`src/rtl/ifu.sv`:
```
// -----------------------------------------------------------------------------
// ifu - instruction fetch unit
//
// Owns the fetch PC and issues in-order word requests to instruction memory
// (request/grant, responses return in grant order). Returned words land in a
// small prefetch FIFO whose head is presented to decode as {o_pc, o_inst}.
// Redirects from execute clear the FIFO and mark every in-flight request as
// stale so its response is dropped on arrival.
//
// Ports
//   clk            rising-edge clock
//   rst            synchronous reset, active low
//   o_im_req       fetch request valid
//   o_im_addr      word-aligned fetch address
//   i_im_gnt       request accepted when o_im_req & i_im_gnt
//   i_im_rvalid    response valid (grant order, >= 1 cycle after grant)
//   i_im_rdata     response instruction word
//   i_redirect     control-flow change
//   i_redirect_pc  new fetch target (bits [1:0] ignored)
//   i_stall        decode cannot accept this cycle
//   o_valid        o_pc/o_inst hold a real instruction
//   o_pc           PC of presented instruction (0 when invalid)
//   o_inst         presented instruction (NOP when invalid)
// -----------------------------------------------------------------------------
module ifu #(
    parameter logic [31:0] RESET_PC        = 32'h0000_0000,
    parameter int          FIFO_DEPTH      = 4,
    parameter int          MAX_OUTSTANDING = 2
) (
    input  logic        clk,
    input  logic        rst,
    output logic        o_im_req,
    output logic [31:0] o_im_addr,
    input  logic        i_im_gnt,
    input  logic        i_im_rvalid,
    input  logic [31:0] i_im_rdata,
    input  logic        i_redirect,
    input  logic [31:0] i_redirect_pc,
    input  logic        i_stall,
    output logic        o_valid,
    output logic [31:0] o_pc,
    output logic [31:0] o_inst
);

    localparam logic [31:0] NOP_INST = 32'h0000_0013;
    // One width for all counters; it covers outstanding + occupancy.
    localparam int CNT_W = $clog2(FIFO_DEPTH + MAX_OUTSTANDING + 1);
    localparam int FA_W  = $clog2(FIFO_DEPTH);
    localparam int TA_W  = (MAX_OUTSTANDING > 1) ? $clog2(MAX_OUTSTANDING) : 1;

    localparam logic [CNT_W-1:0] FIFO_DEPTH_C = CNT_W'(FIFO_DEPTH);
    localparam logic [CNT_W-1:0] MAX_OUT_C    = CNT_W'(MAX_OUTSTANDING);
    localparam logic [TA_W-1:0]  TAG_LAST     = TA_W'(MAX_OUTSTANDING - 1);

    logic [31:0]      fetch_pc_reg, fetch_pc_next;
    logic [CNT_W-1:0] outstanding_reg, outstanding_next;
    logic [CNT_W-1:0] occupancy_reg, occupancy_next;
    logic [CNT_W-1:0] discard_reg, discard_next;
    logic [TA_W-1:0]  tag_wr_ptr_reg, tag_rd_ptr_reg;
    logic [FA_W-1:0]  fifo_wr_ptr_reg, fifo_rd_ptr_reg;

    logic [31:0] tag_mem       [MAX_OUTSTANDING];
    logic [31:0] fifo_pc_mem   [FIFO_DEPTH];
    logic [31:0] fifo_inst_mem [FIFO_DEPTH];

    logic        grant;
    logic        rsp;
    logic        rsp_keep;
    logic        pop;
    logic [31:0] rsp_tag;
    logic        unused_redirect_lsbs;

    assign unused_redirect_lsbs = ^i_redirect_pc[1:0];

    function automatic logic [TA_W-1:0] tag_ptr_inc(input logic [TA_W-1:0] p);
        return (p == TAG_LAST) ? '0 : p + TA_W'(1);
    endfunction

    // Issue decision uses registered counts only. Since the counts can only
    // grow through a grant, an ungranted request never drops on its own and
    // its address (fetch_pc_reg) stays put until grant or redirect.
    // Gating with rst keeps every output quiet for the whole reset interval.
    assign o_im_req = rst
                    && (outstanding_reg < MAX_OUT_C)
                    && ((outstanding_reg + occupancy_reg) < FIFO_DEPTH_C)
                    && (discard_reg == '0);
    assign o_im_addr = fetch_pc_reg;

    assign grant    = o_im_req & i_im_gnt;
    // A response with nothing in flight is spurious and ignored entirely.
    assign rsp      = i_im_rvalid & (outstanding_reg != '0);
    assign rsp_keep = rsp & (discard_reg == '0) & ~i_redirect;
    assign rsp_tag  = tag_mem[tag_rd_ptr_reg];

    assign o_valid  = rst & (occupancy_reg != '0) & ~i_redirect;
    assign pop      = o_valid & ~i_stall;
    assign o_pc     = o_valid ? fifo_pc_mem[fifo_rd_ptr_reg]   : 32'h0;
    assign o_inst   = o_valid ? fifo_inst_mem[fifo_rd_ptr_reg] : NOP_INST;

    always_comb begin
        outstanding_next = outstanding_reg + CNT_W'(grant) - CNT_W'(rsp);
        fetch_pc_next    = fetch_pc_reg;
        occupancy_next   = occupancy_reg;
        discard_next     = discard_reg;

        if (grant) begin
            fetch_pc_next = fetch_pc_reg + 32'd4;
        end
        if (rsp && (discard_reg != '0)) begin
            discard_next = discard_reg - CNT_W'(1);
        end
        if (rsp_keep && !pop) begin
            occupancy_next = occupancy_reg + CNT_W'(1);
        end else if (!rsp_keep && pop) begin
            occupancy_next = occupancy_reg - CNT_W'(1);
        end

        // Everything still in flight after this edge is stale, including a
        // request granted right now; a response consumed now is already
        // excluded from outstanding_next and is dropped via rsp_keep.
        if (i_redirect) begin
            fetch_pc_next  = {i_redirect_pc[31:2], 2'b00};
            occupancy_next = '0;
            discard_next   = outstanding_next;
        end
    end

    always_ff @(posedge clk) begin
        if (!rst) begin
            fetch_pc_reg    <= {RESET_PC[31:2], 2'b00};
            outstanding_reg <= '0;
            occupancy_reg   <= '0;
            discard_reg     <= '0;
            tag_wr_ptr_reg  <= '0;
            tag_rd_ptr_reg  <= '0;
            fifo_wr_ptr_reg <= '0;
            fifo_rd_ptr_reg <= '0;
        end else begin
            fetch_pc_reg    <= fetch_pc_next;
            outstanding_reg <= outstanding_next;
            occupancy_reg   <= occupancy_next;
            discard_reg     <= discard_next;

            // Tag queue tracks every in-flight request, stale or not.
            if (grant) begin
                tag_wr_ptr_reg <= tag_ptr_inc(tag_wr_ptr_reg);
            end
            if (rsp) begin
                tag_rd_ptr_reg <= tag_ptr_inc(tag_rd_ptr_reg);
            end

            if (i_redirect) begin
                fifo_wr_ptr_reg <= '0;
                fifo_rd_ptr_reg <= '0;
            end else begin
                if (rsp_keep) begin
                    fifo_wr_ptr_reg <= fifo_wr_ptr_reg + FA_W'(1);
                end
                if (pop) begin
                    fifo_rd_ptr_reg <= fifo_rd_ptr_reg + FA_W'(1);
                end
            end
        end
    end

    // Storage needs no reset: contents are only observed through the
    // occupancy and outstanding counters.
    always_ff @(posedge clk) begin
        if (grant) begin
            tag_mem[tag_wr_ptr_reg] <= fetch_pc_reg;
        end
        if (rsp_keep) begin
            fifo_pc_mem[fifo_wr_ptr_reg]   <= rsp_tag;
            fifo_inst_mem[fifo_wr_ptr_reg] <= i_im_rdata;
        end
    end

endmodule
```
`config.mk`:
```
export PLATFORM = sky130hd
export DESIGN_NAME = ifu
export DESIGN_NICKNAME = d
export VERILOG_FILES = /design/src/rtl/ifu.sv
export SDC_FILE = /design/constraint.sdc
export NUM_CORES = 1
export LEC_CHECK = 0
export CORE_ASPECT_RATIO = 1.75
export CORE_MARGIN = 2
export CORE_UTILIZATION = 50
export DETAILED_ROUTE_END_ITERATION = 7
export GPL_ROUTABILITY_DRIVEN = 1
export PLACE_DENSITY = 0.79
export SYNTH_ARGS = -nofsm -noshare
export SYNTH_HDL_FRONTEND = slang
export SYNTH_SLANG_ARGS = --single-unit
```
`constraint.sdc`:
```
create_clock -name clk -period 3 [get_ports clk]
set_input_delay 0.6 -clock clk [delete_from_list [all_inputs] [get_ports clk]]
set_output_delay 0.6 -clock clk [all_outputs]
set_load 0.01 [all_outputs]
```
==> results.py <==
metrics = {
    "pwr": {
        "p_leak_nw": 6.407,
        "peakVddDrop_mv": 0.4619,
        "p_per_area_nw_per_um2": 637.8,
        "finalPower_mw": 11.44,
    },
    "sta": {
        "rsz0062_at_grt": "no",
        "final-setup-viol-count": 0,
        "tightestPinTransition_ns": 0.5201,
        "maxSlewViolCount": 0,
        "slew_headroom": 0.6501,
        "whs_ns": 0.5343,
        "fin_crit_sh": 0.9791,
        "max_freq_ghz": 0.3405,
        "skew_ns": 0.01562,
        "final-hold-violation-count": 0,
        "period_minus_slack_ns": 2.937,
    },
    "drt": {
        "drtIter0Drc": 458,
        "drtPass1Iterations": 6,
        "avgRoutedWirePerCell_um": 19.33,
        "drcViolationCount": 0,
        "drtAntennaViolNets": 0,
        "via_per_inst": 5.408,
        "vias": 7642,
        "drt-total-wl_um": 27310,
    },
    "clock_tree": {
        "htreeDepth": 1,
        "tritoncts": "done",
        "clk_transition_reported_paths_ns": 0.07,
        "numCtsBuffers": 30,
        "cts-root-buf": "clkbuf_16",
        "cts_num_sinks": 356,
        "clockBufferDepth": 3,
        "insertion_delay_ns": 0.56,
    },
    "final_layout": {
        "layout-drive-gt1-share": 0.2135,
        "nets": 1100,
        "final_cells": 1413,
        "insertedDiodeCount": 0,
        "layout_commonest_cell": "edfxtp_1",
        "final_cell_mix": "edfxtp_1, clkdlybuf4s50_1, mux4_2",
        "multi_input_area_sq_um": 3796,
        "fin_area_sq_um": 17940,
        "largest_reg_flops": 128,
        "top_regs": "fifo_inst_mem: 128 flops, fifo_pc_mem: 120 flops, tag_mem: 60 flops",
        "syn_to_final_growth_pct": 26.08,
        "seqCellArea_sq_um": 10220,
        "top_register": "fifo_inst_mem",
        "fillers": 2008,
    },
    "placement": {
        "dp_hpwl_um": 17450,
        "dp.cells": 1333,
        "gp_congestion": 0.8139,
        "placed_area_sq_um": 16600,
        "port_buffers": 161,
    },
    "yosys": {
        "synthDistinctLibCells": 52,
        "synth_area_per_cell_sq_um": 17.63,
        "synth_ff_type": "edfxtp_1",
        "synth-edff-count": 308,
        "yosysWarnings": 0,
        "synthArstFlopShare": 0,
        "seq_area_frac_synth": 0.7176,
        "syn_inst": 807,
        "synth_area_sq_um": 14230,
        "ys_ff_latch": 356,
    },
    "worst_setup_path": {
        "cp.required_ns": 2.40,
        "r2r_start": "discard_reg[0]",
        "crit_fanout": 11,
        "cp.arrival_ns": 2.34,
        "start_kind": "flip-flop",
        "r2r_end": "occupancy_reg[2]",
        "r2r_slack_ns": 0.28,
        "worstRegToRegCells": 11,
        "endpoint_kind": "output port",
        "critical_path_class": "flip-flop to output port",
    },
    "global_routing": {
        "overflow": 0,
        "antenna_found_initial": 0,
        "grt_pass1_vias": 7909,
        "grtUsageTotal": 0.1831,
        "grt_pass1_wl_um": 42520,
        "grt_max_degree": 63,
    },
    "floorplan": {
        "die_w_um": 131.5,
        "die_area_sq_um": 29870,
        "die_y_um": 227.2,
        "start_util": 0.5086,
        "rows": 81,
        "num_io_pins": 168,
        "core-area_sq_um": 27970,
    },
    "hold_path": {
        "min_path_type": "flip-flop to flip-flop",
        "hold_start": "fifo_rd_ptr_reg[0]",
        "hold_depth": 2,
    },
    "run": {
        "drv_cap": 0,
    },
    "outcome": {
        "status": "completed",
    },
}
-- kinds of logic (layout without fill, tap and decap cells) --
family | count (synthesis) | count (layout) | share of synthesized area
buffers and inverters | 61 | 291 | 0.01838
adders and majority gates | 14 | 14 | 0.01337
AOI/OAI and AO/OA | 69 | 69 | 0.02726
DFF | 356 | 356 | 0.7176
xor gates and xnor gates | 36 | 36 | 0.02216
other | 1 | 4 | 0.0002636
and+or+nand+nor | 173 | 173 | 0.07554
muxes | 97 | 97 | 0.1254
-- layer usage --
metal  track usage  vias to the layer above  wire length (um)
met3       0.02115                       38              1017
met1        0.2108                     3859             10420
met2        0.3481                      205             15080
li1              -                     3540                 -
met4       0.07223                        0               794
met5             0                        -                 0
-- critical path, cell delays in order (launching register included) --
cell	delay [ns]
dfxtp_4	0.46
buf_12	0.18
mux4_2	0.51
nor2b_1	0.15
clkdlybuf4s50_1	0.47
-- how the worst max path moves through the flow --
stage / to / slack [ns] / depth (start not counted) / startpoint
4_1_cts: o_pc[14] / -0.03 / 4 / flip-flop
3_3_place_gp: occupancy_reg[2] / 0.009 / 12 / rst
2_1_floorplan: fifo_inst_mem[2][0] / 0.0001 / 5 / discard_reg[0]
5_1_grt: o_inst[4] / 0.001 / 5 / flip-flop
6_report: o_inst[29] / 0.06 / 4 / flip-flop
3_5_place_dp: occupancy_reg[2] / -0.06 / 12 / rst
-- what timing repair did --
| item | 4_1_cts | 5_1_grt |
|---|---|---|
| endpoints found under the setup margin | 45 | 32 |
| resized for setup | 33 | 32 |
| hold buffers | 0 | 0 |
| setup buffers | 6 | 17 |
| endpoints found under the hold margin | 0 | 0 |
| cloned | 1 | 0 |
-- metrics by stage --
| stage | TNS [ns] | setup WS, ns | util |
|---|---|---|---|
| floorplan | 0 | 0.0001412 | - |
| global placement | 0 | 0.009473 | 0.5936 |
| detailed placement | -0.1046 | -0.05990 | 0.5936 |
| CTS | -0.2103 | -0.02987 | 0.6335 |
| global route | 0 | 0.0009535 | 0.6413 |
| finish | 0 | 0.06281 | 0.6413 |
-- power breakdown --
| part | internal (mW) | total, mW | switching, mW | leakage (nW) |
|---|---|---|---|---|
| sequential | 5.78 | 5.92 | 0.135 | 3.19 |
| combinational | 0.712 | 1.49 | 0.777 | 2.72 |
| clock | 2.31 | 4.03 | 1.73 | 0.499 |
| total | 8.80 | 11.4 | 2.64 | 6.41 |
-- cells in the mapped netlist, types with 3 or more instances --
cell type  count  area, sq um
edfxtp_1     308         9249
mux4_2        62         1396
nor2b_1       61        381.6
dfxtp_1       48        960.9
xnor2_1       31        271.5
mux2_2        30        337.8
clkbuf_1      29        108.9
o21ai_0       28        140.1
a21oi_1       27        135.1
nand2_1       18        67.56
inv_1         14        52.55
nand3_1       13        65.06
ha_1          12        150.1
nor2_1        11        41.29
and2_1        10        62.56
nor3_1         9        45.04
buf_2          8        40.04
nand4_1        8        50.05
and3_1         7        43.79
nor4_1         6        37.54
mux2i_1        5        50.05
or2_1          5        31.28
xor2_1         5        43.79
buf_4          4        30.03
nor4_2         4        50.05
or4_1          4        30.03
and4_1         3        26.28
buf_1          3        11.26
nor3b_1        3        22.52
-- cell type report --
type                            count  share of cell area
Timing Repair Buffer              219              0.1310
Clock inverter                     19             0.01290
Multi-Input combinational cell    393              0.2116
Sequential cell                   356              0.5695
Inverter                           16            0.003348
Clock buffer                       37             0.04562
Tap cell                          373             0.02602
Power figures use the tool's default switching activity.
